<file path="config.mk">
export PLATFORM = sky130hd
export DESIGN_NAME = baggage_drop_seq
export DESIGN_NICKNAME = d
export VERILOG_FILES = /design/src/rtl/baggage_drop_seq_pkg.sv /design/src/rtl/baggage_drop_seq_iter_sqrt.sv /design/src/rtl/baggage_drop_seq.sv
export SDC_FILE = /design/constraint.sdc
export NUM_CORES = 1
export LEC_CHECK = 0
export CORE_MARGIN = 1.5
export CORE_UTILIZATION = 24
export CTS_CLUSTER_DIAMETER = 200
export DETAILED_ROUTE_END_ITERATION = 12
export SLEW_MARGIN = 20
export SYNTH_ARGS = -nofsm -noshare
export SYNTH_HDL_FRONTEND = slang
export SYNTH_SLANG_ARGS = --single-unit
</file>
<file path="constraint.sdc">
create_clock -name clk -period 23.9 [get_ports clk]
set_clock_uncertainty 0.05 [all_clocks]
set_input_delay 7.17 -clock clk [delete_from_list [all_inputs] [get_ports clk]]
set_output_delay 7.17 -clock clk [all_outputs]
set_load 0.05 [all_outputs]
</file>
<file path="src/rtl/baggage_drop_seq_pkg.sv">
// Shared types and constants for the sequential baggage-drop datapath.
package baggage_pkg;

    // Top-level sequencing states
    typedef enum logic [1:0] {
        ST_IDLE    = 2'd0,
        ST_CAPTURE = 2'd1,
        ST_ROOT    = 2'd2,
        ST_RESULT  = 2'd3
    } state_e;

    // Seven-segment glyphs, bit6=g .. bit0=a, active-high
    localparam logic [6:0] SEG_D     = 7'b1011110;
    localparam logic [6:0] SEG_R     = 7'b1010000;
    localparam logic [6:0] SEG_O     = 7'b0111111;
    localparam logic [6:0] SEG_P     = 7'b1110011;
    localparam logic [6:0] SEG_C     = 7'b0111001;
    localparam logic [6:0] SEG_L     = 7'b0111000;
    localparam logic [6:0] SEG_DASH  = 7'b1000000;
    localparam logic [6:0] SEG_BLANK = 7'b0000000;

    // Result width of sqrt(height << 2*frac_bits); also the iteration count
    function automatic int unsigned root_w(input int unsigned sens_w,
                                           input int unsigned frac_bits);
        return sens_w / 2 + frac_bits;
    endfunction

endpackage

</file>
<file path="src/rtl/baggage_drop_seq_iter_sqrt.sv">
// Restoring digit-by-digit integer square root, one result bit per cycle, MSB first.
module iter_sqrt #(
    parameter int unsigned IN_W = 16
) (
    input  logic              clk,
    input  logic              rst_n,
    input  logic              start,
    input  logic [IN_W-1:0]   radicand,
    output logic              busy,
    output logic              done,
    output logic [IN_W/2-1:0] root
);

    localparam int unsigned OUT_W = IN_W / 2;
    localparam int unsigned REM_W = OUT_W + 2;
    localparam int unsigned CNT_W = $clog2(OUT_W + 1);

    logic [IN_W-1:0]  rad_q, rad_d;
    logic [REM_W-1:0] rem_q, rem_d;
    logic [OUT_W-1:0] root_q, root_d;
    logic [CNT_W-1:0] cnt_q, cnt_d;
    logic             busy_q, busy_d;
    logic             done_q, done_d;
    logic [REM_W-1:0] rem_sh_c;
    logic [REM_W-1:0] trial_c;

    // Iteration: bring down two radicand bits, try subtracting (4*root + 1)
    always_comb begin
        rad_d    = rad_q;
        rem_d    = rem_q;
        root_d   = root_q;
        cnt_d    = cnt_q;
        busy_d   = busy_q;
        done_d   = 1'b0;
        rem_sh_c = {rem_q[REM_W-3:0], rad_q[IN_W-1 -: 2]};
        trial_c  = {root_q, 2'b01};
        if (!busy_q) begin
            if (start) begin
                rad_d  = radicand;
                rem_d  = '0;
                root_d = '0;
                cnt_d  = CNT_W'(OUT_W);
                busy_d = 1'b1;
            end
        end else begin
            rad_d = {rad_q[IN_W-3:0], 2'b00};
            if (rem_sh_c >= trial_c) begin
                rem_d  = rem_sh_c - trial_c;
                root_d = {root_q[OUT_W-2:0], 1'b1};
            end else begin
                rem_d  = rem_sh_c;
                root_d = {root_q[OUT_W-2:0], 1'b0};
            end
            cnt_d = cnt_q - CNT_W'(1);
            if (cnt_q == CNT_W'(1)) begin
                busy_d = 1'b0;
                done_d = 1'b1;
            end
        end
    end

    // State register
    always_ff @(posedge clk or negedge rst_n) begin
        if (!rst_n) begin
            rad_q  <= '0;
            rem_q  <= '0;
            root_q <= '0;
            cnt_q  <= '0;
            busy_q <= 1'b0;
            done_q <= 1'b0;
        end else begin
            rad_q  <= rad_d;
            rem_q  <= rem_d;
            root_q <= root_d;
            cnt_q  <= cnt_d;
            busy_q <= busy_d;
            done_q <= done_d;
        end
    end

    assign busy = busy_q;
    assign done = done_q;
    assign root = root_q;

endmodule

</file>
<file path="src/rtl/baggage_drop_seq.sv">
// Sequential baggage-drop: average valid sensors, fall time via iterative sqrt, display decision.
module baggage_drop_seq
    import baggage_pkg::*;
#(
    parameter int unsigned N_SENSORS = 4,
    parameter int unsigned SENS_W    = 8,
    parameter int unsigned FRAC_BITS = 4,
    parameter int unsigned T_W       = 16
) (
    input  logic                        clk,
    input  logic                        rst_n,
    input  logic                        start,
    input  logic [N_SENSORS*SENS_W-1:0] sensors,
    input  logic [T_W-1:0]              t_lim,
    input  logic                        drop_en,
    output logic                        busy,
    output logic                        done,
    output logic [T_W-1:0]              t_act,
    output logic                        sensor_fault,
    output logic                        drop_activated,
    output logic [6:0]                  seven_seg1,
    output logic [6:0]                  seven_seg2,
    output logic [6:0]                  seven_seg3,
    output logic [6:0]                  seven_seg4
);

    localparam int unsigned ROOT_W = root_w(SENS_W, FRAC_BITS);
    localparam int unsigned RAD_W  = 2 * ROOT_W;
    localparam int unsigned SUM_W  = SENS_W + $clog2(N_SENSORS);
    localparam int unsigned CNT_W  = $clog2(N_SENSORS + 1);

    state_e                      state_q, state_d;
    logic [N_SENSORS*SENS_W-1:0] sens_q, sens_d;
    logic [T_W-1:0]              t_lim_q, t_lim_d;
    logic                        drop_en_q, drop_en_d;
    logic                        fault_q, fault_d;
    logic                        busy_q, busy_d;
    logic                        done_q, done_d;
    logic [T_W-1:0]              t_act_q, t_act_d;
    logic                        sensor_fault_q, sensor_fault_d;
    logic                        drop_q, drop_d;
    logic [3:0][6:0]             seg_q, seg_d;

    logic [SUM_W-1:0]            sum_c;
    logic [CNT_W-1:0]            cnt_c;
    logic [SUM_W-1:0]            div_c;
    logic                        fault_c;
    logic [SENS_W-1:0]           height_c;
    logic [RAD_W-1:0]            radicand_c;
    logic [T_W-1:0]              t_act_c;
    logic                        drop_c;
    logic                        sqrt_start_c;
    logic                        sqrt_busy;
    logic                        sqrt_done;
    logic [ROOT_W-1:0]           sqrt_root;

    // Average of the non-zero latched sensors, scaled into the sqrt radicand
    always_comb begin
        sum_c = '0;
        cnt_c = '0;
        for (int i = 0; i < int'(N_SENSORS); i++) begin
            if (sens_q[i*SENS_W +: SENS_W] != '0) begin
                sum_c = sum_c + SUM_W'(sens_q[i*SENS_W +: SENS_W]);
                cnt_c = cnt_c + CNT_W'(1);
            end
        end
        fault_c    = (cnt_c == '0);
        div_c      = fault_c ? SUM_W'(1) : SUM_W'(cnt_c);
        height_c   = fault_c ? '0 : SENS_W'(sum_c / div_c);
        radicand_c = {height_c, {(2*FRAC_BITS){1'b0}}};
    end

    iter_sqrt #(
        .IN_W (RAD_W)
    ) u_sqrt (
        .clk      (clk),
        .rst_n    (rst_n),
        .start    (sqrt_start_c),
        .radicand (radicand_c),
        .busy     (sqrt_busy),
        .done     (sqrt_done),
        .root     (sqrt_root)
    );

    // Sequencing FSM; result registers load on the edge the root completes
    always_comb begin
        state_d        = state_q;
        sens_d         = sens_q;
        t_lim_d        = t_lim_q;
        drop_en_d      = drop_en_q;
        fault_d        = fault_q;
        busy_d         = busy_q;
        done_d         = 1'b0;
        t_act_d        = t_act_q;
        sensor_fault_d = sensor_fault_q;
        drop_d         = drop_q;
        seg_d          = seg_q;
        sqrt_start_c   = 1'b0;
        t_act_c        = T_W'(sqrt_root >> 1);
        drop_c         = drop_en_q & ~fault_q & (t_act_c >= t_lim_q);
        unique case (state_q)
            ST_IDLE: begin
                if (start) begin
                    sens_d    = sensors;
                    t_lim_d   = t_lim;
                    drop_en_d = drop_en;
                    busy_d    = 1'b1;
                    state_d   = ST_CAPTURE;
                end
            end
            ST_CAPTURE: begin
                sqrt_start_c = 1'b1;
                fault_d      = fault_c;
                state_d      = ST_ROOT;
            end
            ST_ROOT: begin
                if (sqrt_done) begin
                    busy_d         = 1'b0;
                    done_d         = 1'b1;
                    t_act_d        = t_act_c;
                    sensor_fault_d = fault_q;
                    drop_d         = drop_c;
                    if (fault_q) begin
                        seg_d = {SEG_DASH, SEG_DASH, SEG_DASH, SEG_DASH};
                    end else if (drop_c) begin
                        seg_d = {SEG_D, SEG_R, SEG_O, SEG_P};
                    end else begin
                        seg_d = {SEG_C, SEG_O, SEG_L, SEG_D};
                    end
                    state_d = ST_RESULT;
                end
            end
            ST_RESULT: begin
                state_d = ST_IDLE;
            end
            default: begin
                state_d = ST_IDLE;
            end
        endcase
    end

    // State and output registers
    always_ff @(posedge clk or negedge rst_n) begin
        if (!rst_n) begin
            state_q        <= ST_IDLE;
            sens_q         <= '0;
            t_lim_q        <= '0;
            drop_en_q      <= 1'b0;
            fault_q        <= 1'b0;
            busy_q         <= 1'b0;
            done_q         <= 1'b0;
            t_act_q        <= '0;
            sensor_fault_q <= 1'b0;
            drop_q         <= 1'b0;
            seg_q          <= {SEG_BLANK, SEG_BLANK, SEG_BLANK, SEG_BLANK};
        end else begin
            state_q        <= state_d;
            sens_q         <= sens_d;
            t_lim_q        <= t_lim_d;
            drop_en_q      <= drop_en_d;
            fault_q        <= fault_d;
            busy_q         <= busy_d;
            done_q         <= done_d;
            t_act_q        <= t_act_d;
            sensor_fault_q <= sensor_fault_d;
            drop_q         <= drop_d;
            seg_q          <= seg_d;
        end
    end

    // The root engine must be running or just finishing while the FSM waits on it
    assert property (@(posedge clk) disable iff (!rst_n)
                     (state_q == ST_ROOT) |-> (sqrt_busy || sqrt_done));

    // A t_act narrower than the root silently loses MSBs
    if (T_W < ROOT_W) begin : g_tw_chk
        assert property (@(posedge clk) 1'b0)
            else $error("baggage_drop_seq: T_W narrower than root width");
    end

    assign busy           = busy_q;
    assign done           = done_q;
    assign t_act          = t_act_q;
    assign sensor_fault   = sensor_fault_q;
    assign drop_activated = drop_q;
    assign seven_seg1     = seg_q[3];
    assign seven_seg2     = seg_q[2];
    assign seven_seg3     = seg_q[1];
    assign seven_seg4     = seg_q[0];

endmodule

</file>
# Word-level counts from Yosys, hierarchy flattened
# Cells that the tools add are included.
[word_totals]
ff_bits = 129
inputBits = 52
output_inout_bits = 48
elab_cells = 88
[classes]
n_addsub = 8
div_mod_pow = 1
magnitude_cmp = 2
eq_ne = 6
muxes = 36
n_bitwise = 3
reduce_logical = 12
[ops]
columns = ["op", "count"]
rows = [
  ["28-bit two-way mux", 2],
  ["8-bit two-way mux", 7],
  ["16-bit two-way mux", 2],
  ["8-bit nonzero test", 4],
  ["10-bit by 8-bit adder with 10-bit output", 3],
  ["10-bit two-way mux", 3],
  ["7-bit by 16-bit greater-or-equal comparator with 1-bit output", 1],
  ["1-bit two-way mux", 12],
  ["3-bit two-way mux", 4],
  ["10-bit by 10-bit divider with 10-bit output", 1],
  ["10-bit greater-or-equal comparator", 1],
  ["3-bit by 1-bit adder with 3-bit output (second input constant)", 3],
  ["4-bit two-way mux", 2],
  ["2-bit one-hot mux with 4 select lines", 1],
  ["8-bit subtractor", 1],
  ["2-bit AND reduction", 3],
  ["2-bit equality test (second input constant)", 2],
  ["4-bit by 1-bit equality test with 1-bit output (second input constant)", 1],
  ["2-bit two-way mux", 2],
  ["2-bit nonzero test", 2],
  ["4-bit by 1-bit subtractor with 4-bit output (second input constant)", 1],
  ["3-bit logical NOT", 1],
  ["3-bit AND reduction", 1],
  ["1-bit AND", 2],
  ["other kinds (6)", 6],
]

# Depth between registers and ports, before layout
[depth]
ltp_word = 14
depth_mapped = 103
ltp_nobuf = 99

# Hierarchy
# A second synthesis with hierarchy kept.
[hier_totals]
hier_cells = 908
area_unflattened_um2 = 8460.6
[modules_own_cells]
columns = ["mod", "instances", "cells_each", "area_each_um2", "seq_area_each_um2"]
rows = [
  ["baggage_drop_seq", 1, 697, 6397.4, 1701.6],
  ["iter_sqrt", 1, 211, 2063.2, 950.9],
]

# Least setup slack after synthesis
# OpenSTA, ideal clock, no wires.
[synth_timing]
path_type = "register to register"
startpoint = "reg sens_q[9]"
endpoint = "reg u_sqrt.rad_q[8]"
setup_ns = 0.127
arrival_time_ns = 17.319
required_time_ns = 23.723
setup_slack_ns = 6.404
stages_incl_launch_ff = 99
n_path_buf = 4
synth_period_minus_slack_ns = 17.496
cell_sequence = "dfrtp_1 > nor4_1 > nand2_1 > inv_2 > buf_2 > mux2_1 > fa_1 > a211oi_1 > o21bai_1 > a21oi_1 > xor2_1 > nor2_1 > a21o_1 > ha_1 > or4_1 > o21bai_1 > o22ai_1 > a21boi_1 > [63 not listed] > o2111ai_4 > a21oi_1 > ha_1 > o21a_1 > o21ai_0 > nand2b_1 > nand4bb_1 > a2111oi_4 > nand3_2 > nor2_1 > a21oi_1 > ha_1 > a21boi_0 > o21ai_0 > nand3b_1 > a211oi_1 > a31o_1 > a31oi_1"
[synth_between]
elab_chain_len = 12
word_cells_on_any_way = 18
classes_between = "5 x add/sub; 1 x div; 10 x mux; 2 x reduce/logical"
[synth_lines]
columns = ["element", "line_no", "rtl"]
rows = [
  ["from (decl)", "baggage_drop_seq.sv:33", "logic [N_SENSORS*SENS_W-1:0] sens_q, sens_d;"],
  ["from (signal assigned)", "baggage_drop_seq.sv:158", "sens_q <= sens_d;"],
  ["parallel branches: the longest is 9 deep, another holds 10-bit by 8-bit adder with 10-bit output", "n/a", ""],
  ["8-bit two-way mux (*)", "baggage_drop_seq.sv:69", "height_c = fault_c ? '0 : SENS_W'(sum_c / div_c);"],
  ["16-bit two-way mux (*)", "baggage_drop_seq_iter_sqrt.sv:38", "if (start) begin"],
  ["16-bit two-way mux (*)", "baggage_drop_seq_iter_sqrt.sv:37", "if (!busy_q) begin"],
  ["to (signal assigned)", "baggage_drop_seq_iter_sqrt.sv:72", "rad_q <= rad_d;"],
  ["to (decl)", "baggage_drop_seq_iter_sqrt.sv:18", "logic [IN_W-1:0] rad_q, rad_d;"],
]
# Mark *: on every way between the ends. The select of a mux whose other input is x is not followed.
# A chain may end at the register's enable or synchronous reset.

# Worst setup path after layout
[layout_timing]
startpoint = "reg sens_q[12]"
endpoint = "reg u_sqrt.rad_q[8]"
# The elaborated chain is that of the path after synthesis.

==> results.cfg <==
[outcome]
status = finished clean

[worst_setup_path]
r2r_slack_ps = 3880
cpMostUsedCell = ha_1
required_ps = 24080
r2r_start = sens_q[12]
end_kind = register
path_class = reg2reg
r2r-end = u_sqrt.rad_q[8]
critPathMaxFanout = 12
arrival_ps = 20200
start_kind = register
slowest_delay_ps = 480
slowest_stage = fa_1
r2r.worst_path.cells = 94

[yosys]
yosys_warnings = 0
ys_seq_elements = 98
synthArstFlopShare_pct = 100
syn-mean-instance-area_sq_um = 9.04
yosysTopAreaCell = dfrtp_1
synth.area.top_cells = dfrtp_1 30%, ha_1 12%, mux2_2 8.5%
synth-edff-count = 0
synth_seq_area_share_pct = 30.5
synth_cells = 890
ys.flop_type = dfrtp_1
synth_cell_types = 85
synth_top_area_share_pct = 30.5
syn-cell-area_sq_mm = 0.00805

[grt]
grt_max_degree = 75
grt_pass1_vias = 6347
grt-ovfl-total = 0
grt_pass1_wl_mm = 31.5
antenna_found_initial = 0
grt_usage_pct = 11.2

[floorplan]
core-area_sq_mm = 0.0328
die_y_um = 186
dieArea_sq_mm = 0.0346
row_count = 66
ios = 100
die_w_um = 186
start_util_pct = 24.6

[timing]
min_period_ps = 20020
slew_headroom_pct = 28.3
setup-tns-final_ps = 0
setup_viol = 0
post-route-period-util_pct = 83.8
fmax_mhz = 50.0
rsz0062_at_grt = false
slew_violations = 0
final-hold-violation-count = 0
tightest_slew_ps = 1060

[clocking]
insertion_delay_ps = 350
cts_tree = built
clkSinkCount = 98
postCtsHoldBufs = 0
clk_pin_slew_ps = 70
clockBufferDepth = 2
cts_setup_buffers = 0
ctsResizeCount = 0
cts_buffers = 9
cts_htree_levels = 3
cts_root_buf = clkbuf_16

[finish]
n_antenna_cell = 0
drive_above_1_share_pct = 11.0
final_core_util_pct = 29.1
synthToLayoutAreaGrowth_pct = 18.5
design_area_sq_mm = 0.00954
fillCellCount = 3452
finalNetCount = 1074

[detailed_routing]
wl_per_cell_um = 13.5
firstDrtPassIters = 5
dr.first_iter.drc_count = 330
wl_mm = 18.7
vias = 6525
ant_nets = 0
drc = 0
routed_via_density = 4.70

[hold_path]
min_path_cells = 1
hp-class = reg2reg
holdPathEnd = seven_seg4[6]
min_from = seven_seg4[6]

[placed_design]
hpwl_mm = 14.6
io_buffer_count = 90
place.gp.congestion = 0.841
post_dp_cell_area_sq_mm = 0.00921

[run]
cap_violations = 0
registers in the layout (all words and copies together), names as in the netlist:
name and count:
busy 1, done 1, drop_activated 1, drop_en_q 1, fault_q 1, sens_q 32, sensor_fault 1, seven_seg2 1
seven_seg4 4, state_q 2, t_act 7, t_lim_q 16, u_sqrt.busy 1, u_sqrt.cnt_q 4, u_sqrt.done 1, u_sqrt.rad_q 8
u_sqrt.rem_q 8, u_sqrt.root 8
synthesized netlist by cell type (4+ instances only):
library cell	count
o21bai_1	5
a31oi_1	5
a21o_1	22
o211ai_1	7
nand3_1	9
ha_1	78
nand2_1	73
and2_1	6
xor2_1	13
buf_4	34
nor4_1	11
a22oi_1	7
clkbuf_1	23
mux2i_1	5
a22o_1	4
o31ai_1	11
or4_1	4
mux2_2	61
inv_1	48
o21ai_1	7
or3_1	8
o21ai_0	68
nor3_1	17
nand2b_1	22
nor2_1	61
a21oi_1	44
xnor2_1	15
a211oi_1	10
nor2b_1	15
dfrtp_1	98
o21a_1	16
per-layer routing:
layer	share of wire, %	up-vias	track usage [%]
li1	-	3288	-
met1	48	3090	14.6
met2	46	130	19.1
met3	4.4	17	1.87
met4	1.2	0	3.13
met5	0	-	0
kinds of logic after synthesis:
group                      share of synthesized area [%]
DFF                                                 30.5
muxes                                               9.58
xor gates and xnor gates                            3.33
AOI/OAI and AO/OA                                   21.2
and+or+nand+nor                                     15.7
adders and majority gates                           12.9
other                                             0.0466
buffers and inverters                               6.79
cell type report:
class / instances / area (sq um) / area share (%)
clock buffers: 10 / 229 / 2.40
flip-flops and latches: 98 / 2450 / 25.7
multi-input cells: 689 / 5090 / 53.4
well taps: 442 / 553 / 5.80
inverters: 49 / 184 / 1.93
repair buffers: 94 / 928 / 9.74
clock inverters: 6 / 97.6 / 1.02
through the flow:
| step | cells | worst slack [ps] | hold WS (ps) |
|---|---|---|---|
| finish | 1388 | 3880 | 420 |
| global route | 1388 | 1610 | 450 |
| CTS | 1388 | 3960 | 423 |
| detailed placement | 1372 | 4040 | 402 |
| global placement | 1372 | 4820 | 402 |
| floorplan | 898 | 6400 | 402 |
placed cells by master (no fill, tap or decap), types with 3 or more instances in the layout:
master,synthesis,layout
a211o_1,3,3
a211oi_1,10,10
a21boi_0,3,3
a21o_1,22,22
a21oi_1,44,44
a22o_1,4,4
a22oi_1,7,7
a31oi_1,5,5
and2_1,6,6
and3_1,3,3
buf_4,34,5
clkbuf_16,0,9
clkdlybuf4s50_1,0,89
conb_1,1,9
dfrtp_1,98,98
fa_1,3,3
ha_1,78,78
inv_1,48,48
mux2_2,61,61
mux2i_1,5,4
nand2_1,73,72
nand2b_1,22,22
nand3_1,9,9
nand4_1,3,3
nor2_1,61,61
nor2b_1,15,15
nor3_1,17,17
nor4_1,11,11
o211a_1,3,3
o211ai_1,7,7
o21a_1,16,16
o21ai_0,68,68
o21ai_1,7,7
o21bai_1,5,5
o31ai_1,11,11
or3_1,8,8
or4_1,4,4
xnor2_1,15,15
xor2_1,13,13
worst max path at each step:
stage | startpoint | to | cells after the start
6_report | sens_q[12] | u_sqrt.rad_q[8] | 94
2_1_floorplan | sens_q[9] | u_sqrt.rad_q[8] | 98
5_1_grt | sens_q[12] | u_sqrt.rad_q[8] | 95
4_1_cts | sens_q[12] | u_sqrt.rad_q[8] | 94
3_5_place_dp | sens_q[12] | u_sqrt.rad_q[8] | 94
3_3_place_gp | sens_q[9] | u_sqrt.rad_q[8] | 94
worst max-delay path: cells and delay by family, from the launching register on:
family / cells / cell delay, ps
buffers and inverters: 5 / 530
flip-flops: 1 / 400
AO/OA/AOI/OAI: 43 / 8320
multiplexers: 2 / 820
XOR/XNOR: 1 / 160
AND/OR/NAND/NOR: 31 / 5920
adder cells (fa/ha/maj): 12 / 3670
Power is not shown: default switching activity piles up to over one toggle a cycle in this logic, so the estimate is an artifact.
